===== src/rtl/prod_bcd_pkg.sv =====
// Shared constants and FSM encoding for the product binary-to-BCD converter.
package prod_bcd_pkg;

  typedef enum logic {
    IDLE  = 1'b0,
    SHIFT = 1'b1
  } state_e;

  localparam int DEF_WIDTH  = 16;
  localparam int DEF_DIGITS = 5;
  localparam int DEF_CNT_W  = 5;
  localparam int DIGIT_W    = 4;

endpackage


===== src/rtl/product_bcd_conv_bcd_digit_adj.sv =====
// One double-dabble digit correction: add 3 to a BCD digit that is 5 or more.
module bcd_digit_adj
  import prod_bcd_pkg::*;
(
  input  logic [DIGIT_W-1:0] din,
  output logic [DIGIT_W-1:0] dout
);

  // add-3 correction so the following left shift carries correctly into the next digit
  always_comb begin
    if (din >= 4'd5) begin
      dout = din + 4'd3;
    end else begin
      dout = din;
    end
  end

endmodule


===== src/rtl/product_bcd_conv.sv =====
// Sequential shift-add-3 converter of the 16-bit multiplier product into packed BCD.
// Optional leading-zero mask output enabled by defining PROD_BCD_BLANK_EN.
module product_bcd_conv
  import prod_bcd_pkg::*;
#(
  parameter int WIDTH  = DEF_WIDTH,
  parameter int DIGITS = DEF_DIGITS,
  parameter int CNT_W  = DEF_CNT_W
) (
  input  logic                     clk,
  input  logic                     rst,
  input  logic                     st,
  input  logic [WIDTH-1:0]         bin,
  output logic                     busy,
  output logic                     done,
  output logic [DIGIT_W*DIGITS-1:0] bcd
`ifdef PROD_BCD_BLANK_EN
  ,
  output logic [DIGITS-1:0]        blank
`endif
);

  localparam int ACC_W = DIGIT_W * DIGITS;
  localparam logic [CNT_W-1:0] LAST_CNT = CNT_W'(WIDTH - 1);

  state_e                 state_r;
  logic [WIDTH-1:0]       bin_sr_r;
  logic [ACC_W-1:0]       acc_r;
  logic [CNT_W-1:0]       cnt_r;
  logic [ACC_W-1:0]       adj_s;
  logic [ACC_W+WIDTH-1:0] sh_s;
  logic [ACC_W-1:0]       acc_next_s;
  logic [WIDTH-1:0]       bin_next_s;
  logic                   last_s;

  for (genvar g = 0; g < DIGITS; g++) begin : g_adj
    bcd_digit_adj u_adj (
      .din  (acc_r[g*DIGIT_W +: DIGIT_W]),
      .dout (adj_s[g*DIGIT_W +: DIGIT_W])
    );
  end

  // corrected accumulator and binary register shift left together; bin MSB enters acc bit 0
  always_comb begin
    sh_s       = {adj_s, bin_sr_r} << 1'b1;
    acc_next_s = sh_s[ACC_W+WIDTH-1:WIDTH];
    bin_next_s = sh_s[WIDTH-1:0];
    last_s     = (state_r == SHIFT) && (cnt_r == LAST_CNT);
  end

  // conversion FSM: capture on start, one bit per clock, publish on the final shift
  always_ff @(posedge clk or posedge rst) begin
    if (rst) begin
      state_r  <= IDLE;
      bin_sr_r <= '0;
      acc_r    <= '0;
      cnt_r    <= '0;
      busy     <= 1'b0;
      done     <= 1'b0;
      bcd      <= '0;
    end else begin
      case (state_r)
        IDLE: begin
          done <= 1'b0;
          if (st) begin
            bin_sr_r <= bin;
            acc_r    <= '0;
            cnt_r    <= '0;
            busy     <= 1'b1;
            state_r  <= SHIFT;
          end
        end
        SHIFT: begin
          acc_r    <= acc_next_s;
          bin_sr_r <= bin_next_s;
          cnt_r    <= cnt_r + 1'b1;
          if (cnt_r == LAST_CNT) begin
            bcd     <= acc_next_s;
            done    <= 1'b1;
            busy    <= 1'b0;
            state_r <= IDLE;
          end
        end
        default: begin
          state_r <= IDLE;
        end
      endcase
    end
  end

`ifdef PROD_BCD_BLANK_EN
  localparam logic [DIGITS-1:0] BLANK_RST = {{(DIGITS-1){1'b1}}, 1'b0};

  logic [DIGITS-1:0] blank_next_s;
  logic              zero_s;

  // digit i is blanked when it and every higher digit are zero; digit 0 always shown
  always_comb begin
    blank_next_s = '0;
    zero_s       = 1'b1;
    for (int i = DIGITS - 1; i >= 1; i--) begin
      zero_s          = zero_s & (acc_next_s[i*DIGIT_W +: DIGIT_W] == 4'd0);
      blank_next_s[i] = zero_s;
    end
  end

  // leading-zero mask registered at the same edge as bcd
  always_ff @(posedge clk or posedge rst) begin
    if (rst) begin
      blank <= BLANK_RST;
    end else if (last_s) begin
      blank <= blank_next_s;
    end
  end
`endif

endmodule


===== config.mk =====
export PLATFORM = sky130hd
export DESIGN_NAME = product_bcd_conv
export DESIGN_NICKNAME = d
export VERILOG_FILES = /design/src/rtl/prod_bcd_pkg.sv /design/src/rtl/product_bcd_conv_bcd_digit_adj.sv /design/src/rtl/product_bcd_conv.sv
export SDC_FILE = /design/constraint.sdc
export NUM_CORES = 1
export LEC_CHECK = 0
export CORE_MARGIN = 3
export CORE_UTILIZATION = 50
export CTS_CLUSTER_SIZE = 40
export DETAILED_ROUTE_END_ITERATION = 6
export PLACE_DENSITY_LB_ADDON = 0.15
export SYNTH_ARGS = -nofsm -noshare
export SYNTH_HDL_FRONTEND = slang
export SYNTH_SLANG_ARGS = --single-unit
export TNS_END_PERCENT = 20

===== constraint.sdc =====
create_clock -name clk -period 6.4 [get_ports clk]
set_input_delay 1.28 -clock clk [delete_from_list [all_inputs] [get_ports clk]]
set_output_delay 1.28 -clock clk [all_outputs]
set_load 0.03 [all_outputs]

==> metrics.txt <==
# TYPE chip_impl_metric gauge
chip_impl_metric{name="syn2layout_area_growth",unit="%"} 17.18
chip_impl_info{name="outcome",value="complete, no violations"} 1
chip_impl_metric{name="worstPathArrival",unit="ns"} 1.39
chip_impl_info{name="cp_slowest_cell",value="sky130_fd_sc_hd__clkdlybuf4s50_1"} 1
chip_impl_metric{name="synth_seq_area_share",unit="%"} 46.89
chip_impl_metric{name="postSynth.asyncResetShare",unit="%"} 100.0
chip_impl_metric{name="fraction_of_synthesized_area_in_multiplexers",unit="%"} 5.568
chip_impl_metric{name="die-height",unit="um"} 88.66
chip_impl_metric{name="synth_adder_area_share",unit="%"} 4.396
chip_impl_metric{name="grt_overflow",unit=""} 0
chip_impl_metric{name="wire_per_inst",unit="um"} 14.99
chip_impl_metric{name="critical_path.n_buffers_inverters",unit=""} 1
chip_impl_metric{name="post_cts.resized_instances",unit=""} 0
chip_impl_metric{name="report.power.total",unit="uW"} 2143
chip_impl_metric{name="synthSimpleGateAreaFrac",unit="%"} 18.35
chip_impl_metric{name="grt_pass1_vias",unit=""} 2471
chip_impl_metric{name="netSwitchingPower",unit="uW"} 896.9
chip_impl_info{name="cts_tree",value="done"} 1
chip_impl_info{name="cts.root.buffer_cell",value="sky130_fd_sc_hd__clkbuf_8"} 1
chip_impl_metric{name="number_of_clock_buffers_inserted_by_tritoncts",unit=""} 9
chip_impl_metric{name="maximum_clock_insertion_buffer_count",unit=""} 2
chip_impl_metric{name="setup_total_negative_slack",unit="ns"} 0
chip_impl_metric{name="worst_pin_slew",unit="ns"} 1.041
chip_impl_metric{name="boundaryPins",unit=""} 41
chip_impl_info{name="dominant_combinational_cell_family_by_area_after_synthesis",value="compound AO/OA/AOI/OAI gates"} 1
chip_impl_metric{name="synth_enable_flop_cells",unit=""} 0
chip_impl_metric{name="diodes",unit=""} 0
chip_impl_metric{name="detailed_place_hpwl",unit="mm"} 4.465
chip_impl_info{name="netlist_top_cells_count",value="sky130_fd_sc_hd__dfrtp_1, sky130_fd_sc_hd__nand2_1, sky130_fd_sc_hd__o21ai_0"} 1
chip_impl_info{name="holdCritStartpoint",value="bcd[16]"} 1
chip_impl_info{name="worstSetupPathType",value="reg2out"} 1
chip_impl_metric{name="fraction_of_the_mapped_netlist_area_in_compound_gates",unit="%"} 18.42
chip_impl_metric{name="hold_path_depth",unit=""} 2
chip_impl_metric{name="stdcell_count",unit=""} 464
chip_impl_metric{name="rows",unit=""} 29
chip_impl_metric{name="power_leakage",unit="uW"} 0.001727
chip_impl_info{name="synth_largest_area_cell",value="sky130_fd_sc_hd__dfrtp_1"} 1
chip_impl_metric{name="floorplan.die_area",unit="mm2"} 0.007860
chip_impl_info{name="yosys_most_used_dff",value="sky130_fd_sc_hd__dfrtp_1"} 1
chip_impl_metric{name="grt_util_met1",unit="%"} 28.15
chip_impl_metric{name="count_of_cell_types_in_the_netlist",unit=""} 42
chip_impl_info{name="setup.worst_path.start_class",value="flop"} 1
chip_impl_metric{name="worst_path_largest_cell_delay",unit="ns"} 0.68
chip_impl_metric{name="max-cap-violations",unit=""} 0
chip_impl_metric{name="timing.reg2reg.worst_path_depth",unit=""} 3
chip_impl_metric{name="syn-instance-count",unit=""} 358
chip_impl_metric{name="worst-r2r-setup-slack",unit="ns"} 3.86
chip_impl_metric{name="route.detailed.drc",unit=""} 0
chip_impl_metric{name="timing.critical_path.fanout_max",unit=""} 3
chip_impl_metric{name="final_cycle_share",unit="%"} 41.75
chip_impl_metric{name="netlist_area",unit="mm2"} 0.003416
chip_impl_metric{name="detail-route-antenna-nets",unit=""} 0
chip_impl_metric{name="grt_first_pass_wirelength",unit="mm"} 12.07
chip_impl_metric{name="grt_util_met3",unit="%"} 4.190
chip_impl_metric{name="setup_violations",unit=""} 0
chip_impl_metric{name="ys_warn_count",unit=""} 0
chip_impl_metric{name="worst_hold_slack",unit="ns"} 0.4737
chip_impl_metric{name="floorplan.core_area",unit="mm2"} 0.006495
chip_impl_metric{name="pwr-share-seq",unit="%"} 37.3
chip_impl_metric{name="met2_usage",unit="%"} 29.01
chip_impl_metric{name="power_frac_comb",unit="%"} 44.9
chip_impl_metric{name="floorplan.die.width",unit="um"} 88.66
chip_impl_metric{name="slew_headroom",unit="%"} 30.60
chip_impl_metric{name="synth_fp_nets",unit=""} 389
chip_impl_metric{name="worst-endpoint-required",unit="ns"} 5.12
chip_impl_metric{name="initialDrtViolationCount",unit=""} 122
chip_impl_metric{name="post_cts_hold_buffer_count",unit=""} 0
chip_impl_metric{name="sum_of_routed_wire_length_over_all_layers",unit="mm"} 6.956
chip_impl_metric{name="numClockSinks",unit=""} 64
chip_impl_info{name="critical_path.cell_chain",value="clkdlybuf4s50_1"} 1
chip_impl_metric{name="antenna_found_initial",unit=""} 0
chip_impl_metric{name="clock-skew-final",unit="ns"} 0.009023
chip_impl_info{name="crit_family",value="buffers and inverters"} 1
chip_impl_info{name="min-delay-path-class",value="reg2reg"} 1
chip_impl_metric{name="syn_avg_cell_area",unit="um2"} 9.541
chip_impl_metric{name="clockPowerShare",unit="%"} 17.8
chip_impl_metric{name="pwr_dens",unit="mW/mm2"} 535.5
chip_impl_metric{name="internal_power",unit="uW"} 1246
chip_impl_info{name="hold-path-endpoint",value="bcd[16]"} 1
chip_impl_metric{name="finalWeightedCongestion",unit=""} 0.7635
chip_impl_metric{name="grt_use_total",unit="%"} 19.80
chip_impl_info{name="critical_path.reg2reg.endpoint",value="acc_r[8]"} 1
chip_impl_metric{name="synth.ff_latch_count",unit=""} 64
chip_impl_info{name="yosysMostFrequentCell",value="sky130_fd_sc_hd__dfrtp_1"} 1
chip_impl_metric{name="pin_count_of_the_biggest_net_entering_global_routing",unit=""} 69
chip_impl_metric{name="cts.htree.levels",unit=""} 3
chip_impl_metric{name="port-buffer-count",unit=""} 40
chip_impl_metric{name="maxClockFrequency",unit="GHz"} 0.3742
chip_impl_metric{name="final_net_count",unit=""} 413
chip_impl_info{name="critical_path.endpoint_type",value="primary output"} 1
chip_impl_metric{name="post-route-min-period",unit="ns"} 2.672
chip_impl_metric{name="synth_top_area_share",unit="%"} 46.89
chip_impl_metric{name="clock_latency_of_the_later_clocked_register_in_the_worst_skew_pair",unit="ns"} 0.34
chip_impl_metric{name="ir_drop_worst_vdd",unit="uV"} 226.8
chip_impl_metric{name="route.vias.total",unit=""} 2711
chip_impl_metric{name="final_max_slew_viol_count",unit=""} 0
chip_impl_metric{name="drt-pass1-iter-count",unit=""} 4
chip_impl_info{name="ff_to_ff_start",value="state_r"} 1
chip_impl_metric{name="finalHoldViolCount",unit=""} 0
chip_impl_metric{name="final_layout_size_suffix_gt1_share",unit="%"} 5.426
chip_impl_info{name="busiest_layer",value="met2"} 1
chip_impl_metric{name="vias_per_cell",unit=""} 5.843
chip_impl_info{name="post_synth_main_area_contributors",value="sky130_fd_sc_hd__dfrtp_1, sky130_fd_sc_hd__mux2i_1, sky130_fd_sc_hd__nand2_1"} 1
chip_impl_metric{name="xor_xnor_cell_area_share_of_the_yosys_netlist",unit="%"} 0.5128
chip_impl_metric{name="floorplan.initialDensity",unit="%"} 52.59
chip_impl_metric{name="numPlacedInstances",unit=""} 448
chip_impl_metric{name="cts_setup_buffers",unit=""} 0
chip_impl_info{name="rsz0062_at_grt",value="false"} 1
chip_impl_metric{name="netSwitchingFraction",unit="%"} 41.85
chip_impl_metric{name="clk_pin_slew",unit="ns"} 0.07
==> final cells by class <==
| class | instances | area, um2 |
|---|---|---|
| clock buffers | 13 | 148.9 |
| clock inverters | 3 | 65.06 |
| fillers | 556 | 2492 |
| inverters | 16 | 60.06 |
| multi-input cells | 249 | 1614 |
| flip-flops and latches | 64 | 1603 |
| well taps | 77 | 96.34 |
| repair buffers | 42 | 415.4 |
==> kinds of logic after synthesis <==
logic type | after synthesis
and+or+nand+nor | 127
AOI/OAI and AO/OA | 89
DFF | 64
buffers and inverters | 45
muxes | 19
adders and majority gates | 12
xor gates and xnor gates | 2
==> cells in the final DEF, fill, tap and decap left out, types with 5 or more instances in the layout <==
master	instances
sky130_fd_sc_hd__inv_1	15
sky130_fd_sc_hd__clkdlybuf4s50_1	40
sky130_fd_sc_hd__o31ai_1	7
sky130_fd_sc_hd__nand2_1	50
sky130_fd_sc_hd__nand3_1	24
sky130_fd_sc_hd__nor2_1	9
sky130_fd_sc_hd__o22ai_1	6
sky130_fd_sc_hd__o21ai_0	29
sky130_fd_sc_hd__a21oi_1	8
sky130_fd_sc_hd__clkbuf_8	10
sky130_fd_sc_hd__nand4_1	6
sky130_fd_sc_hd__mux2i_1	19
sky130_fd_sc_hd__nor2b_1	8
sky130_fd_sc_hd__dfrtp_1	63
sky130_fd_sc_hd__nand2b_1	5
sky130_fd_sc_hd__nor3b_1	8
sky130_fd_sc_hd__a2111o_1	10
sky130_fd_sc_hd__ha_1	12
==> how the worst max path moves through the flow <==
stage | to | depth (start not counted) | from | slack [ns]
2_1_floorplan | acc_r[0] | 1 | rst | 3.52
3_3_place_gp | acc_r[17] | 5 | st | 3.60
3_5_place_dp | acc_r[17] | 5 | st | 3.55
4_1_cts | busy | 1 | busy | 3.71
5_1_grt | acc_r[8] | 3 | state_r | 3.57
6_report | busy | 1 | busy | 3.73
==> state kept, by name, summed over array words and instances, names as in the netlist <==
register / count
done: 1
cnt_r: 5
bin_sr_r: 16
busy: 1
bcd: 20
acc_r: 20
state_r: 1
==> per-layer routing <==
metal	wire length [um]	vias to the layer above
met5	0	-
met4	119	0
met3	273	9
met2	3137	50
met1	3426	1304
li1	-	1348
==> stage by stage <==
stage / instance area [um2] / util [%] / setup slack (ns)
floorplan: 3416 / - / 3.522
global placement: 3789 / 58.33 / 3.599
detailed placement: 3789 / 58.33 / 3.552
CTS: 4003 / 61.63 / 3.709
global route: 4003 / 61.63 / 3.568
finish: 4003 / 61.63 / 3.728
==> power groups by stage <==
stage | registers, uW | logic [uW] | clock network, uW
after floorplan | 820 | 670 | 0
after global placement | 800 | 938 | 0
after detailed placement | 806 | 964 | 0
after CTS | 801 | 969 | 390
after global routing | 837 | 1080 | 404
final | 800 | 962 | 381
Note: power is estimated with default switching activity, not from simulation.
